[config.mk]
export PLATFORM = sky130hd
export DESIGN_NAME = drop_controller
export DESIGN_NICKNAME = d
export VERILOG_FILES = /design/src/rtl/sky_stacker_pkg.sv /design/src/rtl/spawn_lfsr.sv /design/src/rtl/drop_controller.sv
export SDC_FILE = /design/constraint.sdc
export NUM_CORES = 1
export LEC_CHECK = 0
export CAP_MARGIN = 20
export CORE_UTILIZATION = 30
export CTS_BUF_LIST = sky130_fd_sc_hd__clkbuf_8
export CTS_CLUSTER_SIZE = 8
export DETAILED_ROUTE_END_ITERATION = 16
export HOLD_SLACK_MARGIN = 0.05
export SETUP_SLACK_MARGIN = 0.02
export SYNTH_ARGS = -nofsm -noshare
export SYNTH_HDL_FRONTEND = slang
export SYNTH_HIERARCHICAL = 1
export SYNTH_SLANG_ARGS = --single-unit
[constraint.sdc]
create_clock -name clk -period 7.9 [get_ports clk]
set_clock_uncertainty 0.1 [all_clocks]
set_input_delay 1.185 -clock clk [delete_from_list [all_inputs] [get_ports clk]]
set_output_delay 1.185 -clock clk [all_outputs]
set_load 0.01 [all_outputs]
[src/rtl/sky_stacker_pkg.sv]
// Shared constants for the sky stacker game: FSM encoding, color codes, screen geometry.
package sky_stacker_pkg;

   localparam logic [1:0] ST_IDLE  = 2'd0;
   localparam logic [1:0] ST_SPAWN = 2'd1;
   localparam logic [1:0] ST_FALL  = 2'd2;
   localparam logic [1:0] ST_OVER  = 2'd3;

   typedef enum logic [1:0] {
      COLOR_EMPTY = 2'b00,
      COLOR_RED   = 2'b01,
      COLOR_GREEN = 2'b10,
      COLOR_BLUE  = 2'b11
   } color_t;

   localparam int SCREEN_W    = 640;
   localparam int SCREEN_H    = 480;
   localparam int COORD_W     = 10;
   localparam int MAX_STACK_H = 16;

   // EMPTY would make the block invisible, so it folds onto the first real color.
   function automatic logic [1:0] spawn_color(input logic [1:0] raw);
      return (raw == COLOR_EMPTY) ? 2'(COLOR_RED) : raw;
   endfunction

endpackage

[src/rtl/spawn_lfsr.sv]
// Free-running 16-bit Fibonacci LFSR (taps 16,14,13,11) feeding spawn position and color.
module spawn_lfsr
   import sky_stacker_pkg::*;
#(
   parameter logic [15:0] SEED = 16'hACE1
) (
   input  logic        clk,
   input  logic        rst,
   output logic [15:0] lfsr
);

   always_ff @(posedge clk) begin
      if (rst) lfsr <= SEED;
      else     lfsr <= {lfsr[14:0], lfsr[15] ^ lfsr[13] ^ lfsr[12] ^ lfsr[10]};
   end

endmodule

[src/rtl/drop_controller.sv]
// Falling-block sequencer: spawns, drops, scores catches, counts misses and ends the game.
//   state    | meaning
//   ST_IDLE  | waiting for start after reset
//   ST_SPAWN | one cycle: place new block or end game if the stack is full
//   ST_FALL  | block descending; watch collision, floor and fall tick
//   ST_OVER  | game ended; wait for start
module drop_controller
   import sky_stacker_pkg::*;
#(
   parameter int          TICK_DIV  = 250000,
   parameter int          FALL_STEP = 2,
   parameter int          SPAWN_Y   = 0,
   parameter int          FLOOR_Y   = 440,
   parameter int          X_MIN     = 20,
   parameter int          X_SPAN    = 580,
   parameter int          MAX_STACK = MAX_STACK_H,
   parameter int          LIVES     = 3,
   parameter logic [15:0] SEED      = 16'hACE1
) (
   input  logic                clk,
   input  logic                rst,
   input  logic                start,
   input  logic                collision,
   input  logic [COORD_W-1:0]  stack_height,
   output logic                stack_clear,
   output logic [COORD_W-1:0]  fall_x,
   output logic [COORD_W-1:0]  fall_y,
   output logic [1:0]          fall_color,
   output logic                fall_active,
   output logic [7:0]          score,
   output logic [1:0]          lives,
   output logic                game_over
);

   localparam int CW = (TICK_DIV > 1) ? $clog2(TICK_DIV) : 1;

   logic [1:0]         state;
   logic [CW-1:0]      tick_cnt;
   logic [15:0]        lfsr;
   logic [COORD_W-1:0] raw_x;
   logic [COORD_W-1:0] rand_x;
   logic               start_ok;
   logic               unused_lfsr;

   spawn_lfsr #(.SEED(SEED)) u_lfsr (
      .clk  (clk),
      .rst  (rst),
      .lfsr (lfsr)
   );

   // Single conditional subtract is enough because X_SPAN >= 512 covers half the 10-bit range.
   assign raw_x  = lfsr[9:0];
   assign rand_x = COORD_W'(X_MIN) +
                   ((raw_x >= COORD_W'(X_SPAN)) ? raw_x - COORD_W'(X_SPAN) : raw_x);
   assign unused_lfsr = ^lfsr[15:12];

   assign start_ok    = start && ((state == ST_IDLE) || (state == ST_OVER));
   assign stack_clear = start_ok && !rst;
   assign game_over   = (state == ST_OVER);

   always_ff @(posedge clk) begin
      if (rst) begin
         state       <= ST_IDLE;
         tick_cnt    <= '0;
         fall_x      <= COORD_W'(X_MIN);
         fall_y      <= COORD_W'(SPAWN_Y);
         fall_color  <= 2'(COLOR_RED);
         fall_active <= 1'b0;
         score       <= 8'd0;
         lives       <= 2'd0;
      end else begin
         case (state)
            ST_IDLE, ST_OVER: begin
               if (start_ok) begin
                  score <= 8'd0;
                  lives <= 2'(LIVES);
                  state <= ST_SPAWN;
               end
            end
            ST_SPAWN: begin
               if (stack_height >= COORD_W'(MAX_STACK)) begin
                  fall_active <= 1'b0;
                  state       <= ST_OVER;
               end else begin
                  fall_x      <= rand_x;
                  fall_color  <= spawn_color(lfsr[11:10]);
                  fall_y      <= COORD_W'(SPAWN_Y);
                  tick_cnt    <= CW'(TICK_DIV - 1);
                  fall_active <= 1'b1;
                  state       <= ST_FALL;
               end
            end
            ST_FALL: begin
               if (collision) begin
                  if (score != 8'hFF) score <= score + 8'd1;
                  fall_active <= 1'b0;
                  fall_y      <= COORD_W'(SPAWN_Y);
                  state       <= ST_SPAWN;
               end else if (fall_y >= COORD_W'(FLOOR_Y)) begin
                  fall_active <= 1'b0;
                  if (lives == 2'd1) begin
                     lives <= 2'd0;
                     state <= ST_OVER;
                  end else begin
                     lives <= lives - 2'd1;
                     state <= ST_SPAWN;
                  end
               end else if (tick_cnt == '0) begin
                  fall_y   <= fall_y + COORD_W'(FALL_STEP);
                  tick_cnt <= CW'(TICK_DIV - 1);
               end else begin
                  tick_cnt <= tick_cnt - 1'b1;
               end
            end
            default: state <= ST_IDLE;
         endcase
      end
   end

endmodule

==> flow_summary.json <==
{
  "cts_setup_buffers": 0,
  "dieArea_um2": 11700,
  "fillers": 1075,
  "yosysSeqAreaShare_pct": 40.3,
  "nets": 460,
  "cts_tree": "yes",
  "fin_ws_ns": 3.95,
  "drt_iter0_markers": 242,
  "rrSetupSlack_ns": 4.79,
  "cts_made_buffers": 9,
  "place_ws_ns": 3.95,
  "synthFlopType": "dfxtp_1",
  "synth.distinct_cells": 61,
  "yosysWarningCount": 6,
  "grt_pass1_wl_um": 12900,
  "arrival_ns": 2.67,
  "critical_path_required_ns": 6.61,
  "grt_max_degree": 48,
  "clkSinkCount": 68,
  "critPathLaunchType": "input port",
  "hold_viol": 0,
  "cpMaxStageDelayCell": "clkdlybuf4s50_1",
  "synth_most_common_cell": "dfxtp_1",
  "worstPathCellList": "clkdlybuf4s50_1 > buf_4 > nor2_1 > clkdlybuf4s50_1",
  "period_needed_ns": 3.95,
  "ys_ff_latch": 68,
  "r2r_cells": 11,
  "ctsHoldBuffers": 0,
  "hold_class": "reg2reg",
  "grt_overflow": 0,
  "antennaDiodeCount": 0,
  "worst_r2r_startpoint": "u_lfsr/lfsr[2]",
  "finalInstanceArea_um2": 4140,
  "hold_depth": 1,
  "yosys.area.top_type": "dfxtp_1",
  "synth.area.top_cells": "dfxtp_1, nor2_1, xor2_1",
  "crit_path_frequent_cell": "clkdlybuf4s50_1",
  "via_per_inst": 4.97,
  "outcome": "finished clean",
  "die_width_um": 108,
  "min_to": "u_lfsr/lfsr[15]",
  "vdd_ir_drop_max_uv": 79.1,
  "vias": 2877,
  "fmax_mhz": 253,
  "grt_pass1_vias": 2720,
  "critical-path-max-stage-delay_ns": 0.49,
  "track_usage_pct": 13.9,
  "clk_path_buf_depth": 2,
  "ios": 49,
  "power.leakage_nw": 1.47,
  "wl_per_cell_um": 13.0,
  "crit_path_end_kind": "primary output",
  "drtPass1Iterations": 5,
  "fin_crit_sh_pct": 50.1,
  "port_buffers": 43,
  "setup_tns_ns": 0,
  "path_delay_family": "buffers and inverters",
  "cts_max_level": 3,
  "wirelength_um": 7550,
  "hp-start": "u_lfsr/lfsr[14]",
  "antenna_found_initial": 0,
  "path_buf_inv": 3,
  "fin_cells": 579,
  "die_h_um": 108,
  "syn-instance-count": 394,
  "crit_fanout": 47,
  "async_flop_share_pct": 0,
  "synth_edf_count": 0,
  "placed_area_um2": 3930,
  "placed_cells": 565,
  "power.density_nw_per_um2": 240,
  "avgSynthCellArea_um2": 8.57,
  "synth_area_um2": 3380,
  "synth.top_cell.area_share_pct": 40.3,
  "drv_cap": 0,
  "core_area_um2": 10900,
  "rows": 38,
  "timing.rr.end": "fall_x[8]",
  "cts_resized": 0,
  "max-slew-margin-rel_pct": 50.7,
  "place.gp.congestion": 0.797,
  "synthTopCellsByCount": "dfxtp_1, nor2_1, nand2_1",
  "drive_above_1_share_pct": 6.38,
  "worst_pin_slew_ns": 0.738,
  "synth_nets": 418,
  "ant_nets": 0,
  "drc": 0,
  "critPathKind": "in2out",
  "start_util_pct": 31.0,
  "clk_pin_slew_ns": 0.06,
  "insertion_delay_ns": 0.34,
  "syn2layout_area_growth_pct": 22.7,
  "slew_violations": 0,
  "cts_root_buf": "clkbuf_8",
  "setup_viol": 0,
  "rsz0062_at_grt": "no",
  "hpwl_um": 5250
}
==> sequential cells by signal (all words and copies together), names as in the netlist <==
signal,flops
tick_cnt,18
u_lfsr/lfsr,16
fall_x,10
fall_y,9
score,8
fall_color,2
lives,2
state,2
fall_active,1
==> layout make-up <==
class                      count  area [um^2]  area share (%)
sequential                    68         1360            32.9
clock buffer                  13          179            4.32
inverter                      13         48.8            1.18
clock inverter                 1         30.0           0.725
tap                          140          175            4.23
multi-input combinational    299         1900            45.9
timing repair buffer          45          445            10.8
==> report_power, final <==
group / switching (mW) / internal [mW]
registers: 0.0347 / 0.376
logic: 0.168 / 0.115
clock network: 0.124 / 0.177
total: 0.327 / 0.668
==> placed cells by master, fill, tap and decap left out, drive strengths merged, types with 3 or more instances in the layout <==
master         instances
a211oi                 3
a21oi                 26
a311oi                 4
a31oi                  3
and3                   4
clkbuf                13
clkdlybuf4s50         43
dfxtp                 68
ha                    10
inv                   13
nand2                 31
nand2b                 4
nand3                 16
nand4                 11
nand4b                 5
nor2                  52
nor2b                 12
nor3                  12
nor3b                  4
nor4                   5
o211ai                 4
o21a                   3
o21ai                 19
or2                    9
or3                    4
xnor2                  7
xor2                  22
==> metal layers <==
metal,share of wire (%),global-route usage [%],vias to the layer above
li1,-,-,1478
met1,49,18.3,1347
met2,46,22.4,43
met3,3.9,2.95,9
met4,1.5,4.99,0
met5,0,0,-
==> worst max-delay path by stage <==
| stage | slack (ns) | to | startpoint | cells after the start |
|---|---|---|---|---|
| floorplan | 4.76 | stack_clear | rst | 3 |
| global placement | 3.95 | stack_clear | rst | 4 |
| detailed placement | 3.95 | stack_clear | rst | 4 |
| CTS | 3.95 | stack_clear | rst | 4 |
| global route | 3.88 | stack_clear | rst | 4 |
| finish | 3.95 | stack_clear | rst | 4 |
==> cells by family after synthesis <==
| group | share of synthesized area, % |
|---|---|
| simple gates | 28.9 |
| compound gates | 15.5 |
| flops | 40.3 |
| xor+xnor | 7.52 |
| buf+inv | 3.34 |
| fa+ha+maj | 3.71 |
| mux | 0.593 |
| other cells | 0.111 |
==> through the flow <==
stage	hold slack [ns]	util [%]	total power [mW]
after global routing	0.347	38.0	1.06
final	0.302	38.0	0.995
after CTS	0.302	38.0	1.00
after detailed placement	0.294	36.1	0.699
after global placement	0.292	36.1	0.695
after floorplan	0.283	-	0.631
(Power assumes the default switching activity.)
